===== src/rtl/perm_pkg.sv =====
// Shared types and sizing helpers for the chaos-cipher permutation builder.
package perm_pkg;

  typedef enum logic [1:0] {
    StCollect,
    StFill,
    StDone
  } perm_state_e;

  // Number of table entries for a W-bit sample width.
  function automatic int unsigned perm_entries(int unsigned w);
    return 32'd1 << w;
  endfunction

endpackage


===== src/rtl/perm_builder_if.sv =====
// Sample stream, control and readout bundle of perm_builder.
interface perm_builder_if #(
  parameter int unsigned W = 8
);
  logic         clear;
  logic         in_valid;
  logic [W-1:0] in_data;
  logic         in_ready;
  logic         fill_start;
  logic         out_valid;
  logic         out_dup;
  logic [W-1:0] out_index;
  logic [W:0]   count;
  logic         done;
  logic [W-1:0] rd_addr;
  logic [W-1:0] rd_data;

  modport master (
    output clear, in_valid, in_data, fill_start, rd_addr,
    input  in_ready, out_valid, out_dup, out_index, count, done, rd_data
  );

  modport slave (
    input  clear, in_valid, in_data, fill_start, rd_addr,
    output in_ready, out_valid, out_dup, out_index, count, done, rd_data
  );
endinterface


===== src/rtl/perm_ram.sv =====
// N x W permutation table: one write port, one registered read port.
module perm_ram
  import perm_pkg::*;
#(
  parameter int unsigned W = 8
) (
  input  logic         clk,
  input  logic         rst_n,
  input  logic         wr_en,
  input  logic [W-1:0] wr_addr,
  input  logic [W-1:0] wr_data,
  input  logic [W-1:0] rd_addr,
  output logic [W-1:0] rd_data
);
  localparam int unsigned N = perm_entries(W);

  logic [W-1:0] mem [N];

  always_ff @(posedge clk) begin
    if (wr_en) begin
      mem[wr_addr] <= wr_data;
    end
  end

  // Read register samples the array before a same-edge write lands: old data wins.
  always_ff @(posedge clk or negedge rst_n) begin
    if (!rst_n) begin
      rd_data <= '0;
    end else begin
      rd_data <= mem[rd_addr];
    end
  end

endmodule


===== src/rtl/perm_builder.sv =====
// Collects first occurrences of chaotic samples into a permutation table,
// with an optional ascending fill of the values never seen.
module perm_builder
  import perm_pkg::*;
#(
  parameter int unsigned W = 8
) (
  input logic           clk,
  input logic           rst_n,
  perm_builder_if.slave bus
);
  localparam int unsigned N = perm_entries(W);
  localparam logic [W:0] CountFull = (W + 1)'(N);

  perm_state_e  state_q;
  logic [W:0]   count_q;
  logic [N-1:0] bitmap_q;
  logic [W-1:0] p_q;
  logic         out_valid_q;
  logic         out_dup_q;
  logic [W-1:0] out_index_q;
  logic         done_q;

  logic         accept;
  logic         is_dup;
  logic         wr_en;
  logic [W-1:0] wr_data;
  logic [W:0]   count_inc;
  logic         reach_full;

  assign bus.in_ready  = (state_q == StCollect);
  assign bus.out_valid = out_valid_q;
  assign bus.out_dup   = out_dup_q;
  assign bus.out_index = out_index_q;
  assign bus.count     = count_q;
  assign bus.done      = done_q;

  assign count_inc  = count_q + 1'b1;
  assign reach_full = wr_en && (count_inc == CountFull);

  // Bitmap is read combinationally and set at the same edge, so a repeat on the
  // very next cycle already sees the bit.
  always_comb begin
    accept  = 1'b0;
    is_dup  = 1'b0;
    wr_en   = 1'b0;
    wr_data = bus.in_data;
    if (!bus.clear) begin
      case (state_q)
        StCollect: begin
          if (bus.in_valid) begin
            accept = 1'b1;
            is_dup = bitmap_q[bus.in_data];
            wr_en  = !is_dup;
          end
        end
        StFill: begin
          wr_data = p_q;
          wr_en   = !bitmap_q[p_q];
        end
        default: ;
      endcase
    end
  end

  always_ff @(posedge clk or negedge rst_n) begin
    if (!rst_n) begin
      state_q     <= StCollect;
      count_q     <= '0;
      bitmap_q    <= '0;
      p_q         <= '0;
      out_valid_q <= 1'b0;
      out_dup_q   <= 1'b0;
      out_index_q <= '0;
      done_q      <= 1'b0;
    end else if (bus.clear) begin
      state_q     <= StCollect;
      count_q     <= '0;
      bitmap_q    <= '0;
      p_q         <= '0;
      out_valid_q <= 1'b0;
      out_dup_q   <= 1'b0;
      out_index_q <= '0;
      done_q      <= 1'b0;
    end else begin
      out_valid_q <= accept;
      out_dup_q   <= accept && is_dup;
      if (accept) begin
        out_index_q <= count_q[W-1:0];
      end
      if (wr_en) begin
        bitmap_q[wr_data] <= 1'b1;
        count_q           <= count_inc;
      end
      case (state_q)
        StCollect: begin
          if (reach_full || (bus.fill_start && count_q == CountFull)) begin
            state_q <= StDone;
            done_q  <= 1'b1;
          end else if (bus.fill_start) begin
            state_q <= StFill;
            p_q     <= '0;
          end
        end
        StFill: begin
          p_q <= p_q + 1'b1;
          if (reach_full) begin
            state_q <= StDone;
            done_q  <= 1'b1;
          end
        end
        default: ;
      endcase
    end
  end

  perm_ram #(
    .W(W)
  ) u_ram (
    .clk    (clk),
    .rst_n  (rst_n),
    .wr_en  (wr_en),
    .wr_addr(count_q[W-1:0]),
    .wr_data(wr_data),
    .rd_addr(bus.rd_addr),
    .rd_data(bus.rd_data)
  );

endmodule


===== src/flat_wrapper.sv =====
// flat-port wrapper written by rule: the top's interface ports become plain ports
module perm_builder_flat import perm_pkg::*;
#(
  parameter int unsigned W = 8
)
  (clk, rst_n, bus_clear, bus_in_valid, bus_in_data, bus_fill_start, bus_rd_addr, bus_in_ready, bus_out_valid, bus_out_dup, bus_out_index, bus_count, bus_done, bus_rd_data);
  perm_builder_if #(.W(W)) bus_i ();
  input logic clk;
  input logic rst_n;
  input wire logic [$bits(bus_i.clear)-1:0] bus_clear;
  input wire logic [$bits(bus_i.in_valid)-1:0] bus_in_valid;
  input wire logic [$bits(bus_i.in_data)-1:0] bus_in_data;
  input wire logic [$bits(bus_i.fill_start)-1:0] bus_fill_start;
  input wire logic [$bits(bus_i.rd_addr)-1:0] bus_rd_addr;
  output wire logic [$bits(bus_i.in_ready)-1:0] bus_in_ready;
  output wire logic [$bits(bus_i.out_valid)-1:0] bus_out_valid;
  output wire logic [$bits(bus_i.out_dup)-1:0] bus_out_dup;
  output wire logic [$bits(bus_i.out_index)-1:0] bus_out_index;
  output wire logic [$bits(bus_i.count)-1:0] bus_count;
  output wire logic [$bits(bus_i.done)-1:0] bus_done;
  output wire logic [$bits(bus_i.rd_data)-1:0] bus_rd_data;
  assign bus_i.clear = bus_clear;
  assign bus_i.in_valid = bus_in_valid;
  assign bus_i.in_data = bus_in_data;
  assign bus_i.fill_start = bus_fill_start;
  assign bus_i.rd_addr = bus_rd_addr;
  assign bus_in_ready = bus_i.in_ready;
  assign bus_out_valid = bus_i.out_valid;
  assign bus_out_dup = bus_i.out_dup;
  assign bus_out_index = bus_i.out_index;
  assign bus_count = bus_i.count;
  assign bus_done = bus_i.done;
  assign bus_rd_data = bus_i.rd_data;
  perm_builder #(.W(W)) u_core (.clk(clk), .rst_n(rst_n), .bus(bus_i));
endmodule

===== config.mk =====
export PLATFORM = sky130hd
export DESIGN_NAME = perm_builder_flat
export DESIGN_NICKNAME = d
export VERILOG_FILES = /design/src/rtl/perm_pkg.sv /design/src/rtl/perm_builder_if.sv /design/src/rtl/perm_ram.sv /design/src/rtl/perm_builder.sv /design/src/flat_wrapper.sv
export SDC_FILE = /design/constraint.sdc
export NUM_CORES = 2
export LEC_CHECK = 0
export BUFFER_PORTS_ARGS = -buffer_cell sky130_fd_sc_hd__buf_2
export CORE_ASPECT_RATIO = 1.4
export CORE_MARGIN = 4
export CORE_UTILIZATION = 55
export DETAILED_ROUTE_END_ITERATION = 7
export PLACE_DENSITY = 0.76
export SYNTH_ARGS = -nofsm -noshare
export SYNTH_HDL_FRONTEND = slang
export SYNTH_HIERARCHICAL = 1
export SYNTH_SLANG_ARGS = --single-unit

===== constraint.sdc =====
create_clock -name clk -period 5.22 [get_ports clk]
set_clock_uncertainty 0.1 [all_clocks]
set_input_delay 0.261 -clock clk [delete_from_list [all_inputs] [get_ports clk]]
set_output_delay 0.261 -clock clk [all_outputs]
set_load 0.005 [all_outputs]

==> impl_metrics.json <==
{
  "status": "finished, final reports clean",
  "path_common_cell": "buf_4",
  "critPathLaunchType": "flip-flop",
  "path_cells": "buf_4 -> nor2_1 -> nand2_1 -> o21ai_0 -> nor4_1 -> buf_4 -> nor4b_1 -> a211o_1 -> o32a_2 -> nor2_1 -> buf_4 -> nand4_1 -> buf_4 -> nor2_1 -> buf_4",
  "min_path_cells": 3,
  "fin_nets": 5698,
  "place.gp.congestion": 0.952,
  "final_util": 0.621,
  "cts_buffers": 203,
  "rsz0062_at_grt": "false",
  "endpoint_kind": "flip-flop",
  "path_max_fanout": 28,
  "min_path_type": "in2reg",
  "cts.sinks": 2342,
  "synth_edf_count": 2048,
  "drt_wl_total_um": 253000,
  "final_min_period_over_clock_period": 0.888,
  "avgSynthCellArea_um2": 18.1,
  "regArea_um2": 68900,
  "cts_tree": "done",
  "worst_slew_pin_slew_ns": 1.26,
  "synthesis.nets": 5414,
  "max-slew-margin-rel": 0.157,
  "critPathArrivalTime_ns": 5.09,
  "cts.clk_slew.worst_paths_ns": 0.07,
  "seq_area_frac_synth": 0.704,
  "antenna_found_initial": 5,
  "netlist_area_um2": 97800,
  "start_util": 0.555,
  "synth_ff_type": "edfxtp_1",
  "cts.htree.levels": 4,
  "dieHeight_um": 507,
  "yosysWarnings": 6,
  "post-route-min-period_ns": 4.63,
  "powerDensity_nw_per_um2": 353,
  "worst_path_dominant_cell_family": "simple AND/OR/NAND/NOR gates",
  "fmax_mhz": 216,
  "setup_tns_ns": 0,
  "post_drt_wl_per_cell_um": 31.0,
  "p_leak_nw": 35.8,
  "peakVddDrop_mv": 0.336,
  "cts_setup_buffers": 0,
  "ys_ff_latch": 2342,
  "slowest_stage": "dfrtp_2",
  "area_growth_pct": 11.8,
  "async_flop_share": 0.126,
  "drv_slew": 0,
  "dr.pass1.iters": 8,
  "r2r_cells": 15,
  "n_fill_cell": 11900,
  "crit_path_max_incr_delay_ns": 0.72,
  "hold_slack_ns": 0.0993,
  "final_hold_viol_count": 0,
  "hpwl_um": 155000,
  "clk_path_buf_depth": 3,
  "fp.coreArea_um2": 176000,
  "critPathBufInv": 5,
  "boundaryPins": 50,
  "ctsRootBufferMaster": "clkbuf_16",
  "worst-path-stages": 15,
  "grt-ovfl-total": 0,
  "port_buffers": 49,
  "post_dp_cell_area_um2": 102000,
  "ys_types": 76,
  "cap_viol_max_count": 0,
  "clk_latency_ns": 0.87,
  "grt_max_degree": 199,
  "multi_input_area_um2": 26400,
  "drtIter0Drc": 7222,
  "grt_pass1_wl_um": 376000,
  "path_class": "reg2reg",
  "ant_nets": 0,
  "vias": 55000,
  "die_area_um2": 185000,
  "drive_above_1_share": 0.250,
  "setup_violations": 0,
  "final_area_um2": 109000,
  "rows": 182,
  "globalRouteTotalUtil": 0.276,
  "remaining_drc_errors": 0,
  "required_ns": 5.68,
  "avgViaCountPerCell": 6.74,
  "postSynthCellCount": 5389,
  "grt_pass1_vias": 56300,
  "die_x_um": 364
}
-- path summary, 6_finish.rpt --
check	start	to	slack, ns
hold / removal	bus_rd_addr[6]	u_core/u_ram/rd_data[7]$_DFF_PN0_	0.1
max in group asynchronous	rst_n	u_core/bitmap_q[213]$_DFFE_PN0P_	3.77
setup / recovery	u_core/p_q[3]$_DFFE_PN0P_	u_core/u_ram/mem[94][5]$_DFFE_PP_	0.59
setup reg to reg	u_core/p_q[3]$_DFFE_PN0P_	u_core/u_ram/mem[94][5]$_DFFE_PP_	0.59
min in group asynchronous	rst_n	u_core/bitmap_q[42]$_DFFE_PN0P_	0.33
hold reg to reg	u_core/bitmap_q[210]$_DFFE_PN0P_	u_core/bitmap_q[210]$_DFFE_PN0P_	0.42
-- report_power, final --
part	switching (W)	leakage, nW	internal [W]
combinational	0.00159	9.84	0.000675
clock	0.00686	3.41	0.00897
sequential	0.0000470	22.6	0.0205
total	0.00850	35.8	0.0302
-- stage by stage --
| stage | power (W) | instances | worst slack [ns] |
|---|---|---|---|
| floorplan | 0.0224 | 5389 | 0.265 |
| global placement | 0.0231 | 7762 | 0.631 |
| detailed placement | 0.0232 | 7762 | 0.579 |
| CTS | 0.0388 | 8153 | 0.744 |
| global route | 0.0398 | 8155 | 0.488 |
| finish | 0.0386 | 8160 | 0.587 |
-- metal layers --
| metal | global-route usage | part of all wire |
|---|---|---|
| met1 | 0.348 | 0.34 |
| met2 | 0.457 | 0.50 |
| met3 | 0.0494 | 0.092 |
| met4 | 0.152 | 0.063 |
| met5 | 0 | 0.000051 |
-- cell families after synthesis --
| kind of cell | share of synthesized area |
|---|---|
| flip-flops | 0.704 |
| AND/OR/NAND/NOR | 0.0519 |
| multiplexers | 0.155 |
| AO/OA/AOI/OAI | 0.0614 |
| buffers and inverters | 0.0267 |
| XOR/XNOR | 0.000537 |
| adder cells (fa/ha/maj) | 0.000512 |
-- Yosys cell counts, drive strengths merged (25+ instances only) --
cell | count | area (um2)
a21oi | 99 | 495
a221oi | 25 | 238
o221ai | 38 | 345
nand3 | 58 | 290
mux2i | 279 | 2790
dfrtp | 294 | 7360
nand2 | 166 | 623
nand4 | 32 | 200
a22oi | 121 | 908
edfxtp | 2048 | 61500
o21ai | 35 | 175
nor4 | 25 | 194
clkbuf | 217 | 817
o22ai | 34 | 213
nor2b | 53 | 332
mux4 | 536 | 12100
or3 | 258 | 1610
buf | 204 | 1730
nor2 | 339 | 1270
mux2 | 26 | 293
o2bb2ai | 256 | 2490
-- repair_timing --
item	CTS	global route
hold endpoints to repair	125	0
hold buffers	6	0
resized for setup	0	0
-- layout make-up --
cell class	count	share of cell area
tap	2300	0.0263
clock buffer	247	0.0496
antenna	7	0.000160
multi-input combinational	2609	0.241
timing repair buffer	500	0.0371
inverter	17	0.000926
sequential	2342	0.630
clock inverter	138	0.0154
-- tightest hold or removal path: stages --
cell and delay [ns]:
buf_2 0.34, a2111oi_2 0.12, nor4_2 0.26
-- sequential cells by signal (all words and copies together), names as in the netlist --
name and flops:
u_core/bus.count 9, u_core/bus.out_index 8, u_core/bitmap_q 256, u_core/p_q 8, u_core/u_ram/rd_data 8, u_core/bus.done 1
u_core/bus.out_dup 1, u_core/u_ram/mem 2048, u_core/state_q 2, u_core/bus.out_valid 1
-- cells in the final DEF (no fill, tap or decap), types with 21 or more instances in the layout --
master / n
nor2b_1: 50
clkinv_1: 32
o21ai_0: 21
nand3_1: 58
buf_12: 28
mux2_2: 26
clkbuf_1: 29
nand4_1: 32
clkinv_2: 34
a21oi_1: 99
mux2i_1: 279
nand2_1: 166
nor2_1: 335
clkinvlp_4: 30
o22ai_1: 34
buf_4: 420
mux4_2: 535
a22oi_1: 121
o221ai_1: 36
or3_1: 258
o2bb2ai_2: 40
clkbuf_16: 206
a221oi_1: 22
buf_2: 42
o2bb2ai_1: 216
dfrtp_1: 291
a22o_1: 22
bufinv_16: 30
edfxtp_1: 2048
Power figures use the tool's default switching activity.
